[src/rtl/vga_timing_gen.sv]
// VGA raster timing: free-running pixel/line counters with undelayed
// coordinates, plus sync/blank/frame markers delayed to line up with
// the registered pixel data path.
module vga_timing_gen #(
  parameter int H_VISIBLE  = 640,
  parameter int H_FP       = 16,
  parameter int H_SYNC     = 96,
  parameter int H_BP       = 48,
  parameter int V_VISIBLE  = 480,
  parameter int V_FP       = 10,
  parameter int V_SYNC     = 2,
  parameter int V_BP       = 33,
  parameter int PIPE_DELAY = 2
) (
  input  logic       vga_clk,
  input  logic       reset_n,
  output logic [9:0] DrawX,
  output logic [9:0] DrawY,
  output logic       hs,
  output logic       vs,
  output logic       blank,
  output logic       line_start,
  output logic       frame_start,
  output logic [7:0] frame_count
);

  localparam int H_TOTAL = H_VISIBLE + H_FP + H_SYNC + H_BP;
  localparam int V_TOTAL = V_VISIBLE + V_FP + V_SYNC + V_BP;

  localparam logic [9:0] H_LAST    = 10'(H_TOTAL - 1);
  localparam logic [9:0] V_LAST    = 10'(V_TOTAL - 1);
  localparam logic [9:0] H_ACT     = 10'(H_VISIBLE);
  localparam logic [9:0] V_ACT     = 10'(V_VISIBLE);
  localparam logic [9:0] HS_START  = 10'(H_VISIBLE + H_FP);
  localparam logic [9:0] HS_END    = 10'(H_VISIBLE + H_FP + H_SYNC);
  localparam logic [9:0] VS_START  = 10'(V_VISIBLE + V_FP);
  localparam logic [9:0] VS_END    = 10'(V_VISIBLE + V_FP + V_SYNC);

  // Pipeline word layout: {hs, vs, blank, line, frame}; idle = syncs high.
  localparam logic [4:0] PIPE_IDLE = 5'b11000;

  logic [9:0] hc;
  logic [9:0] vc;
  logic [4:0] raw;
  logic [4:0] pipe [PIPE_DELAY];

  // Horizontal/vertical raster counters.
  always_ff @(posedge vga_clk or negedge reset_n) begin
    if (!reset_n) begin
      hc <= '0;
      vc <= '0;
    end else if (hc == H_LAST) begin
      hc <= '0;
      vc <= (vc == V_LAST) ? '0 : vc + 10'd1;
    end else begin
      hc <= hc + 10'd1;
    end
  end

  // Raw decode of the current counter position.
  always_comb begin
    raw    = PIPE_IDLE;
    raw[4] = !((hc >= HS_START) && (hc < HS_END));
    raw[3] = !((vc >= VS_START) && (vc < VS_END));
    raw[2] = (hc < H_ACT) && (vc < V_ACT);
    raw[1] = (hc == 10'd0);
    raw[0] = (hc == 10'd0) && (vc == 10'd0);
  end

  // Delay line so markers coincide with the registered pixel data.
  always_ff @(posedge vga_clk or negedge reset_n) begin
    if (!reset_n) begin
      for (int i = 0; i < PIPE_DELAY; i++) pipe[i] <= PIPE_IDLE;
    end else begin
      pipe[0] <= raw;
      for (int i = 1; i < PIPE_DELAY; i++) pipe[i] <= pipe[i-1];
    end
  end

  // Count delayed frame markers; wraps naturally at 8 bits.
  always_ff @(posedge vga_clk or negedge reset_n) begin
    if (!reset_n) frame_count <= '0;
    else if (frame_start) frame_count <= frame_count + 8'd1;
  end

  assign DrawX       = hc;
  assign DrawY       = vc;
  assign hs          = pipe[PIPE_DELAY-1][4];
  assign vs          = pipe[PIPE_DELAY-1][3];
  assign blank       = pipe[PIPE_DELAY-1][2];
  assign line_start  = pipe[PIPE_DELAY-1][1];
  assign frame_start = pipe[PIPE_DELAY-1][0];

endmodule

[config.mk]
export PLATFORM = sky130hd
export DESIGN_NAME = vga_timing_gen
export DESIGN_NICKNAME = d
export VERILOG_FILES = /design/src/rtl/vga_timing_gen.sv
export SDC_FILE = /design/constraint.sdc
export NUM_CORES = 1
export LEC_CHECK = 0
export BUFFER_PORTS_ARGS = -buffer_cell sky130_fd_sc_hd__buf_2
export CAP_MARGIN = 20
export CORE_UTILIZATION = 56
export CTS_BUF_LIST = sky130_fd_sc_hd__clkbuf_4
export DETAILED_ROUTE_END_ITERATION = 7
export HOLD_SLACK_MARGIN = 0.02
export PLACE_DENSITY = 0.89
export SETUP_SLACK_MARGIN = 0.4
export SLEW_MARGIN = 15
export SYNTH_ARGS = -nofsm -noshare
export SYNTH_HDL_FRONTEND = slang
export SYNTH_SLANG_ARGS = --single-unit
[constraint.sdc]
create_clock -name vga_clk -period 1.9 [get_ports vga_clk]
set_input_delay 0 -clock vga_clk [delete_from_list [all_inputs] [get_ports vga_clk]]
set_output_delay 0 -clock vga_clk [all_outputs]
set_load 0.02 [all_outputs]
# Yosys cells after proc, flatten, opt, wreduce, memory -nomap -nowiden
# Cells that the tools add are included.
dict set report word_totals {
  ff_bits 38
  input_bits 2
  word_cells 26
}
dict set report op_classes {
  addsub 3
  n_lt_le_gt_ge 6
  n_eq_ne 2
  mux 2
  n_reduce_logical 8
}
# op n
set ops {}
lappend ops {{$add A10 B1 Y10 const B} 2}
lappend ops {{$eq A10 B10 Y1 const B} 2}
lappend ops {{$logic_not A10 Y1} 2}
lappend ops {{$lt A10 B10 Y1 const B} 2}
lappend ops {{$lt A10 B9 Y1 const B} 2}
lappend ops {{$mux W10} 2}
lappend ops {{$ge A10 B10 Y1 const B} 1}
lappend ops {{$ge A10 B9 Y1 const B} 1}
lappend ops {{$add A8 B1 Y8 const B} 1}
lappend ops {{$logic_and A1 B1 Y1} 4}
lappend ops {{$logic_not A1 Y1} 2}

# Logic depth before layout (Yosys ltp)
# Gate-level depths: netlist of the first run.
dict set report logic_depth {
  ltp_word 3
  ltp_mapped 7
}

# Least setup slack after synthesis of the first run
# Ideal clock, no wire load.
dict set report synth_timing {
  kind {register -> register}
  start {register hc[0] (netlist: DrawX[0])}
  end {register vc[2] (netlist: DrawY[2])}
  arrival_ns 1.564
  required_ns 1.761
  setup_slack_ns 0.196
  stages_incl_launch_ff 8
  period_less_slack_ns 1.704
  cell_sequence {dfrtp_1 ha_1 and3_1 and3_2 buf_6 buf_8 a21oi_1 a21oi_1}
}
dict set report synth_between {
  elab_chain_len 1
}
# item line
set synth_rtl {}
lappend synth_rtl {{from (decl)} 42} ;# logic [9:0] hc;
lappend synth_rtl {{from (signal assigned)} 56} ;# hc <= hc + 10'd1;
lappend synth_rtl {{$eq A10 B10 Y1} 52} ;# end else if (hc == H_LAST) begin
lappend synth_rtl {{to (signal assigned)} 54} ;# vc <= (vc == V_LAST) ? '0 : vc + 10'd1;
lappend synth_rtl {{to (decl)} 43} ;# logic [9:0] vc;
# No other way between the ends.
# A chain may end at the register's enable or synchronous reset.

# Final worst setup path of the first run
dict set report layout_timing {
  start {register hc[7] (netlist: DrawX[7])}
  end {register pipe[5] (netlist name)}
}
dict set report layout_between {
  elab_chain_len 2
}
# item line
set layout_rtl {}
lappend layout_rtl {{$logic_not A10 Y1} --}
lappend layout_rtl {{via raw[1]} 44} ;# logic [4:0] raw;
lappend layout_rtl {{$logic_and A1 B1 Y1} 67} ;# raw[0] = (hc == 10'd0) && (vc == 10'd0);
lappend layout_rtl {{via raw[0]} 44}
lappend layout_rtl {{to (decl)} 45} ;# logic [4:0] pipe [PIPE_DELAY];
# The timed path passes the listed nets, and every way through them passes these cells.

==> results of run 1 <==
==> synth_stat cells <==
cell / n / area share
buf_6: 1 / 0.0066
nor2b_1: 3 / 0.011
nor4b_1: 1 / 0.0052
and2_1: 3 / 0.011
a21bo_2: 1 / 0.0059
mux2_2: 2 / 0.013
o21a_1: 2 / 0.0088
nand2_1: 6 / 0.013
nand3_1: 8 / 0.024
o21ai_0: 5 / 0.015
nand4_1: 11 / 0.040
inv_1: 6 / 0.013
and4_1: 1 / 0.0052
nor2_1: 12 / 0.026
a21oi_1: 2 / 0.0059
nor4_2: 1 / 0.0074
a22o_1: 1 / 0.0052
ha_1: 6 / 0.044
clkbuf_2: 1 / 0.0029
dfstp_2: 4 / 0.062
and3_1: 7 / 0.026
o31ai_1: 1 / 0.0044
a21boi_0: 1 / 0.0044
nor3_1: 1 / 0.0029
nor4b_2: 1 / 0.0088
or4_1: 1 / 0.0044
and3_2: 1 / 0.0044
a31o_2: 1 / 0.0052
o211ai_1: 1 / 0.0044
buf_8: 1 / 0.0088
dfrtp_1: 34 / 0.50
xnor2_1: 11 / 0.057
a22oi_1: 1 / 0.0044
nor4_1: 1 / 0.0037
xor2_1: 6 / 0.031
or3_2: 1 / 0.0044
==> per-layer routing <==
metal	wire (um)	global-route usage	up-vias
li1	-	-	630
met1	1539	0.3215	699
met2	1966	0.4168	56
met3	253	0.06349	11
met4	96	0.1533	0
met5	0	0	-
==> stage by stage <==
stage	total power, W	cell area, um2	utilization	cells	worst slack [ns]
floorplan	0.0008243	1747	-	147	0.3332
global placement	0.0008400	1916	0.6829	209	0.3006
detailed placement	0.0008404	1916	0.6829	209	0.2193
CTS	0.001240	2121	0.7560	234	0.3724
global route	0.001279	2142	0.7636	234	0.3536
finish	0.001228	2142	0.7636	234	0.3523
==> state kept, by name, summed over array words and instances (netlist names) <==
| signal | count |
|---|---|
| DrawX | 10 |
| DrawY | 10 |
| blank | 1 |
| frame_count | 8 |
| frame_start | 1 |
| hs | 1 |
| line_start | 1 |
| pipe | 5 |
| vs | 1 |
==> layout by cell type, fill, tap and decap left out, drive strengths merged, types with 3 or more instances in the layout <==
cell type | netlist | routed
buf | 2 | 48
dfrtp | 34 | 34
nor2 | 12 | 12
nand4 | 11 | 11
xnor2 | 11 | 11
and3 | 8 | 10
nand3 | 8 | 8
xor2 | 6 | 6
nand2 | 6 | 6
inv | 6 | 6
ha | 6 | 6
o21ai | 5 | 5
clkbuf | 1 | 5
dfstp | 4 | 4
and2 | 3 | 3
nor2b | 3 | 3
==> how the worst max path moves through the flow <==
stage	from	to	depth (start not counted)
floorplan	DrawX[0]	DrawY[2]	7
global placement	DrawX[6]	DrawY[3]	4
detailed placement	DrawX[6]	DrawY[4]	4
global route	DrawX[5]	DrawY[4]	4
finish	DrawX[7]	pipe[5]	3
CTS	DrawX[5]	DrawY[4]	4
==> power breakdown <==
group	internal, W	leakage (nW)	switching, W
clock network	0.000138	0.0286	0.000265
registers	0.000809	0.476	0
logic	0.00000205	0.551	0.0000146
==> final cells by class <==
| type | count | area [um2] |
|---|---|---|
| clock buffer | 5 | 37.54 |
| multi-input combinational | 102 | 774.5 |
| fill | 190 | 663.1 |
| clock inverter | 3 | 16.27 |
| inverter | 6 | 22.52 |
| tap | 31 | 38.79 |
| timing repair buffer | 49 | 285.3 |
| sequential | 38 | 967.2 |
==> cells by family (layout without fill, tap and decap cells) <==
| logic type | after synthesis | after routing | synth area share |
|---|---|---|---|
| flip-flops | 38 | 38 | 0.5622 |
| multiplexers | 2 | 2 | 0.01324 |
| AND/OR/NAND/NOR | 59 | 61 | 0.1979 |
| buffers and inverters | 9 | 63 | 0.03163 |
| AO/OA/AOI/OAI | 16 | 16 | 0.06329 |
| XOR/XNOR | 17 | 17 | 0.08756 |
| adder cells (fa/ha/maj) | 6 | 6 | 0.04415 |
==> repair_timing <==
| action | in CTS | in global routing |
|---|---|---|
| endpoints found under the hold margin | 34 | 0 |
| hold buffers | 1 | 0 |
| cloned | 2 | 0 |
| pin swaps | 4 | 1 |
| endpoints found under the setup margin | 9 | 9 |
| gates resized for setup | 4 | 7 |
| buffers inserted | 14 | 0 |
==> critical path: cells and delay by family, from the launching register on <==
family           cells  cell delay (ns)
and+or+nand+nor      3             1.04
DFF                  1             0.46
==> reports/results.ini, run 1 <==
[outcome]
status = complete, but fails checks
violations = DRC

[global_routing]
grt_pass1_wl_um = 6299
gr-total-overflow = 0
antenna_found_initial = 0
grt_start_max_net_pins = 39
grt_pass1_vias = 1360
grt_usage = 0.2597

[synth]
yosys_register_bits = 38
netlist_area_um2 = 1700
synth_nets = 155
avgSynthCellArea_um2 = 11.57
ys_warn_count = 0
syn-instance-count = 147
ys_seq_area_frac = 0.5622
synth_cell_types = 36

[clock_network]
cts.sinks = 38
path_clk_slew_ns = 0.12
clock_path_buffers = 2
cts_tree = built
ctsRootBufferMaster = clkbuf_4
cts_buffers = 5
htreeDepth = 2
clock_latency_ns = 0.34

[sta]
slew_headroom = 0.4629
final.setup.tns_ns = 0
rsz0062_at_grt = yes
max_freq_mhz = 646.1
fin_worst_skew_ns = 0.009277
slew_viol_final = 0
setup_violations = 0
tightest_slew_ns = 0.8057
layout_min_cycle_time_ns = 1.548
fin_crit_sh = 0.8146
hold-worst-slack_ns = 0.2758
finalHoldViolCount = 0

[die]
rows = 19
die_area_um2 = 3261
design.core.area_um2 = 2805
die_y_um = 57.11
die_w_um = 57.11
ios = 35
initial_core_util = 0.6062

[critical_path]
slowest_stage = or4_1
rrSetupSlack_ns = 0.35
end_kind = flip-flop
required_ns = 2.18
cp_max_fo = 4
path_class = reg -> reg
cp-start-kind = flip-flop
reg2reg_depth = 3
r2r-end = pipe[5]
path_cells = or4_1 -> nor4_2 -> and4_1
cpPeakStageDelay_ns = 0.54
crit_arrival_ns = 1.83
r2r_start = DrawX[7]

[power]
power_density_nw_per_um2 = 573.5
vdd_drop_max_mv = 0.3588
leakage_nw = 1.056

[min_path]
hold_path_class = in -> async

[placed_design]
hpwl_um = 2269
portBuffers = 34
place.gp.congestion = 0.8860

[layout]
drive_gt1_frac = 0.4138
antennaDiodeCount = 0
nNetsFinal = 210
syn2layout_area_growth_pct = 25.97

[route]
ant_nets = 0
vias = 1396
wl_per_cell_um = 16.47
via_per_inst = 5.966
dr.pass1.iters = 6
drc = 6
drt_iter0_markers = 41
routed_wl_um = 3855

[job]
cap_violations = 0

Note: power is estimated with default switching activity, not from simulation.
==> run 2: changes to the inputs <==
- ABC_AREA: not set -> 1
- CORE_UTILIZATION: 56 -> 57
- PLACE_DENSITY: 0.89 -> 0.9
- clock period: 1.9 -> 1.55 ns (I/O delays scaled with it)
==> reports/results.ini, run 2 <==
[synth]
ys_warn_count = 0  ; unchanged
synth_nets = 207  ; +34%
synthTopCellsByCount = nand2_1, dfrtp_1, nor2_1
yosysMostFrequentCell = nand2_1
synth_cell_types = 28  ; -22%
async_reset_ff_frac = 1.000  ; unchanged
synth-edff-count = 0  ; unchanged
synth_top_cell_by_area = dfrtp_1
synth-main-ff-cell = dfrtp_1
syn-instance-count = 199  ; +35%
synth_area_leaders = dfrtp_1, nand2_1, dfstp_2, nor2_1, xor2_1
avgSynthCellArea_um2 = 9.268  ; -20%
yosys_register_bits = 38  ; unchanged
ys_seq_area_frac = 0.5183  ; -0.04386
netlist_area_um2 = 1844  ; +8.5%
yosysTopAreaCellShare = 0.4613  ; -0.03904

[die]
rows = 20  ; +1
die_area_um2 = 3467  ; +6.3%
die_y_um = 58.88  ; +3.1%
design.core.area_um2 = 3053  ; +8.8%
die_w_um = 58.88  ; +3.1%
ios = 35  ; unchanged
initial_core_util = 0.6041  ; -0.002057

[power]
power_w = 0.001683  ; +37%
vdd_drop_max_mv = 0.4963  ; +38%
power_density_nw_per_um2 = 661.3  ; +15%
leakage_nw = 1.304  ; +24%

[critical_path]
crit_arrival_ns = 1.65  ; -0.18 ns
r2r-end = DrawY[3]
cp-start-kind = flip-flop
r2r_start = DrawX[0]
crit_buf_inv = 1  ; +1
slowest_stage = dfrtp_2
path_class = reg -> reg
cpPeakStageDelay_ns = 0.40  ; -0.14 ns
cp_max_fo = 6  ; +2
reg2reg_depth = 8  ; +5
path_cells = ha_4 -> nand2_4 -> nor2_4 -> nand3_4 -> nor2_8 -> buf_6 -> nand3b_1 -> o21ai_1
path_delay_family = simple AND/OR/NAND/NOR gates
end_kind = flip-flop
required_ns = 1.83  ; -0.35 ns
rrSetupSlack_ns = 0.18  ; -0.17 ns

[sta]
max_freq_mhz = 731.9  ; +13%
slew_viol_final = 0  ; unchanged
finalHoldViolCount = 0  ; unchanged
fin_ws_ns = 0.1837  ; -0.1686 ns
tightest_slew_ns = 0.4740  ; -0.3317 ns
fin_worst_skew_ns = 0.01256  ; +0.003280 ns
fin_crit_sh = 0.8815  ; +0.06693
rsz0062_at_grt = yes
slew_headroom = 0.6840  ; +0.2211
final.setup.tns_ns = 0  ; unchanged
setup_violations = 0  ; unchanged
layout_min_cycle_time_ns = 1.366  ; -0.1814 ns
hold-worst-slack_ns = 0.2150  ; -0.06076 ns

[layout]
final_cell_mix = buf_2, nand2_1, inv_1, buf_4, dfrtp_1
drive_gt1_frac = 0.4925  ; +0.07874
layout_commonest_cell = buf_2
syn2layout_area_growth_pct = 37.99
fillers = 178  ; -6.3%
antennaDiodeCount = 0  ; unchanged
fin_area_um2 = 2545  ; +19%
nNetsFinal = 275  ; +31%

[clock_network]
cts.sinks = 38  ; unchanged
htreeDepth = 2  ; unchanged
clock_path_buffers = 2  ; unchanged
cts_tree = built
path_clk_slew_ns = 0.12  ; about the same
cts_buffers = 5  ; unchanged
clock_latency_ns = 0.35  ; about the same
ctsRootBufferMaster = clkbuf_4

[job]
cap_violations = 0  ; unchanged

[global_routing]
grt_pass1_vias = 1507  ; +11%
antenna_found_initial = 0  ; unchanged
grt_usage = 0.2604  ; +0.0007020
gr-total-overflow = 0  ; unchanged
grt_pass1_wl_um = 6665  ; +5.8%
grt_start_max_net_pins = 39  ; unchanged

[outcome]
status = completed

[placed_design]
place_area_um2 = 2132  ; +11%
hpwl_um = 2594  ; +14%
place.gp.congestion = 0.9447  ; +6.6%
portBuffers = 34  ; unchanged
dp_slack_ns = 0.07120  ; -0.1481 ns

[route]
ant_nets = 0  ; unchanged
vias = 1651  ; +18%
routed_wl_um = 4527  ; +17%
drc = 0  ; -6
via_per_inst = 5.292  ; -11%
wl_per_cell_um = 14.51  ; -12%
drt_iter0_markers = 81  ; +98%
dr.pass1.iters = 4  ; -2

[min_path]
hold_path_class = in -> async

[run 2: cell types whose count changed after synthesis, moves of 4 or more]
cell / change
and3_1: -7
inv_1: +18
nand2_1: +31
nand4_1: -4
nor2_1: +16
nor3_1: +4
xnor2_1: -7
xor2_1: +6
[run 2: stage by stage]
step	utilization	cells
2_1_floorplan	-	199
3_3_place_gp	0.6984	280
3_5_place_dp	0.6984	280
4_1_cts	0.7697	301
5_1_grt	0.8336	312
6_report	0.8336	312
[run 2: layout make-up]
cell class,instances,area [um2],share of cell area
inverters,25,93.84,0.03687
clock buffers,5,37.54,0.01475
multi-input cells,135,937.1,0.3682
well taps,44,55.05,0.02163
clock inverters,3,40.04,0.01573
repair buffers,62,405.4,0.1593
flip-flops and latches,38,975.9,0.3835
[run 2: repair_timing]
action	CTS	global route
buffers inserted	12	11
endpoints found under the hold margin	36	0
endpoints found under the setup margin	20	28
pin swaps	5	9
cloned	0	0
hold buffers	1	0
resized for setup	13	35
[run 2: cells by family (layout without fill, tap and decap cells)]
kind of cell / count (synthesis) / after routing / synth area share
DFF: 38 / 38 / 0.5183
adders and majority gates: 6 / 6 / 0.04070
buffers and inverters: 26 / 95 / 0.05902
xor gates and xnor gates: 16 / 16 / 0.07598
and+or+nand+nor: 101 / 101 / 0.2707
AOI/OAI and AO/OA: 12 / 12 / 0.03528
[run 2: routing by layer]
metal	routed length, um	GRT usage	up-vias	share of wire
met5	0	0	-	0
met4	97	0.09864	0	0.021
met3	301	0.06154	15	0.066
met2	2261	0.4334	80	0.50
met1	1866	0.3304	780	0.41
li1	-	-	776	-
[run 2: power breakdown]
part           switching, W  leakage [nW]  internal [W]
combinational     0.0000189         0.794    0.00000419
sequential                0         0.466      0.000991
clock              0.000334        0.0450      0.000334
[run 2: worst max-delay path by stage]
stage	from	to	slack, ns	depth (start not counted)
after CTS	DrawY[1]	DrawY[3]	0.19	7
after global placement	DrawX[0]	DrawY[2]	0.13	8
final	DrawX[0]	DrawY[3]	0.18	8
after floorplan	DrawX[0]	DrawY[0]	0.16	7
after global routing	DrawX[0]	DrawY[6]	0.09	6
after detailed placement	DrawX[0]	DrawY[9]	0.07	8
[run 2: worst min-delay path: cells and delay by family]
family / cells / cell delay, ns
buffers and inverters: 3 / 1.03
==> run 3: changes to the inputs <==
- REMOVE_ABC_BUFFERS: not set -> 1
- SETUP_SLACK_MARGIN: 0.4 -> not set
==> reports/results.ini, run 3 (synthesis results as in run 2) <==
[critical_path]
crit_top_cell = inv_1
required_ns = 1.77  ; -0.06 ns
slowest_stage = dfrtp_2
path_class = reg -> reg
end_kind = flip-flop
rrSetupSlack_ns = 0.01  ; -0.17 ns
r2r_start = DrawY[0]
crit_arrival_ns = 1.75  ; +0.10 ns
cp_max_fo = 7  ; +1
reg2reg_depth = 8  ; unchanged
cpPeakStageDelay_ns = 0.46  ; +0.06 ns
r2r-end = DrawY[0]
path_cells = inv_1 -> ha_1 -> inv_1 -> nor2_1 -> nand4_1 -> buf_4 -> nand3_1 -> o21ai_0
cp-start-kind = flip-flop

[clock_network]
cts_buffers = 5  ; unchanged
ctsRootBufferMaster = clkbuf_4
cts.sinks = 38  ; unchanged
cts_tree = built
htreeDepth = 2  ; unchanged
clock_latency_ns = 0.34  ; about the same
path_clk_slew_ns = 0.12  ; about the same
clock_path_buffers = 2  ; unchanged

[layout]
antennaDiodeCount = 0  ; unchanged
drive_gt1_frac = 0.2760  ; -0.2165
fin_util = 0.7344  ; -0.09918
fin_area_um2 = 2242  ; -12%
nNetsFinal = 257  ; -6.5%
layout_commonest_cell = nand2_1
syn2layout_area_growth_pct = 21.57
final_cell_mix = nand2_1, buf_2, dfrtp_1, nor2_1, inv_1
fillers = 256  ; +44%

[placed_design]
dp_slack_ns = 0.02114  ; -0.05006 ns
hpwl_um = 2590  ; -0.16%
portBuffers = 34  ; unchanged
place_area_um2 = 2092  ; -1.9%
place.gp.congestion = 0.9092  ; -3.8%

[route]
drt_iter0_markers = 91  ; +12%
vias = 1493  ; -9.6%
wl_per_cell_um = 12.99  ; -10%
via_per_inst = 5.078  ; -4.0%
ant_nets = 0  ; unchanged
dr.pass1.iters = 4  ; unchanged
drc = 0  ; unchanged
routed_wl_um = 3819  ; -16%

[die]
design.core.area_um2 = 3053  ; unchanged
ios = 35  ; unchanged
rows = 20  ; unchanged
die_area_um2 = 3467  ; unchanged
die_y_um = 58.88  ; unchanged
die_w_um = 58.88  ; unchanged
initial_core_util = 0.6041  ; unchanged

[power]
power_density_nw_per_um2 = 817.0  ; +24%
pwr-share-seq = 0.541  ; -0.048
power_switching_w = 0.0003394  ; -3.9%
swShare = 0.1853  ; -0.02465
internal-power_w = 0.001492  ; +12%
pwr-share-comb = 0.012  ; -0.002
leakage_nw = 1.183  ; -9.3%
pwr-share-clk = 0.447  ; +0.050
vdd_drop_max_mv = 0.6800  ; +37%

[sta]
hold-worst-slack_ns = 0.2203  ; +0.005302 ns
max_freq_mhz = 651.2  ; -11%
slew_viol_final = 0  ; unchanged
finalHoldViolCount = 0  ; unchanged
tightest_slew_ns = 0.4512  ; -0.02279 ns
fin_worst_skew_ns = 0.01053  ; -0.002025 ns
fin_crit_sh = 0.9907  ; +0.1092
layout_min_cycle_time_ns = 1.536  ; +0.1693 ns
setup_violations = 0  ; unchanged
slew_headroom = 0.6992  ; +0.01519
fin_ws_ns = 0.01444  ; -0.1693 ns

[global_routing]
grt_pass1_vias = 1317  ; -13%
gr-total-overflow = 0  ; unchanged
grt_start_max_net_pins = 39  ; unchanged
grt_usage = 0.2436  ; -0.01681
antenna_found_initial = 0  ; unchanged
grt_pass1_wl_um = 6120  ; -8.2%

[outcome]
status = completed

[job]
cap_violations = 0  ; unchanged

[min_path]
hold_path_class = in -> async

## run 3: cell count changes in the layout (fill, tap and decap cells not counted), moves of 4 or more
| cell | before | now |
|---|---|---|
| dfrtp_1 | 18 | 32 |
| nand3_1 | 6 | 10 |
| o21ai_0 | 2 | 8 |
| nand2_2 | 6 | 2 |
| nor2_2 | 7 | 1 |
| dfrtp_2 | 16 | 2 |
| nand2_1 | 31 | 37 |
| buf_6 | 6 | 0 |
| o21ai_1 | 6 | 1 |
| buf_4 | 21 | 8 |
| nor2_1 | 17 | 27 |
## run 3: worst max-delay path by stage
stage / slack [ns] / start / cells after the start / endpoint
3_5_place_dp: 0.02 / DrawY[0] / 7 / DrawY[3]
5_1_grt: -0.08 / DrawY[0] / 8 / DrawY[0]
6_report: 0.01 / DrawY[0] / 8 / DrawY[0]
2_1_floorplan: 0.03 / DrawX[0] / 8 / DrawY[4]
3_3_place_gp: 0.1 / DrawY[0] / 7 / DrawY[3]
4_1_cts: 0.04 / DrawY[1] / 7 / DrawY[8]
## run 3: area by class of cell
class                      count  area [um2]  share of cell area
clock buffer                   5       37.54             0.01674
clock inverter                 3       63.81             0.02846
inverter                      25       93.84             0.04185
multi-input combinational    136       793.3              0.3538
sequential                    38       958.4              0.4275
tap                           44       55.05             0.02455
timing repair buffer          43       240.2              0.1071
## run 3: timing repair
action                                 4_1_cts  5_1_grt
resized for setup                            0        3
buffers inserted                             1        2
endpoints found under the hold margin       34        0
cloned                                       0        1
hold buffers                                 1        0
setup endpoints to repair                    1        9
pin swaps                                    0        1
## run 3: power groups by stage
stage	clock, W	sequential (W)	combinational (W)
5_1_grt	0.000871	0.000992	0.0000268
3_3_place_gp	0	0.00101	0.0000218
6_report	0.000818	0.000991	0.0000223
2_1_floorplan	0	0.00101	0.000000000437
4_1_cts	0.000834	0.000992	0.0000244
3_5_place_dp	0	0.00101	0.0000224
## run 3: stage by stage
step / setup TNS (ns) / std cells / total power [W]
global route: -0.1392 / 294 / 0.001889
floorplan: 0 / 198 / 0.001011
finish: 0 / 294 / 0.001832
global placement: 0 / 281 / 0.001032
CTS: 0 / 291 / 0.001850
detailed placement: 0 / 281 / 0.001033
## run 3: routing by layer
layer | vias up | GRT usage | share of wire
li1 | 732 | - | -
met1 | 700 | 0.3314 | 0.43
met5 | - | 0 | 0
met2 | 55 | 0.3750 | 0.49
met4 | 0 | 0.09184 | 0.014
met3 | 6 | 0.06593 | 0.063
## run 3: worst max-delay path, delay by kind of cell (launching register included)
kind,cells,cell delay (ns)
AOI/OAI and AO/OA,1,0.12
adders and majority gates,1,0.19
buffers and inverters,3,0.36
DFF,1,0.46
and+or+nand+nor,3,0.27
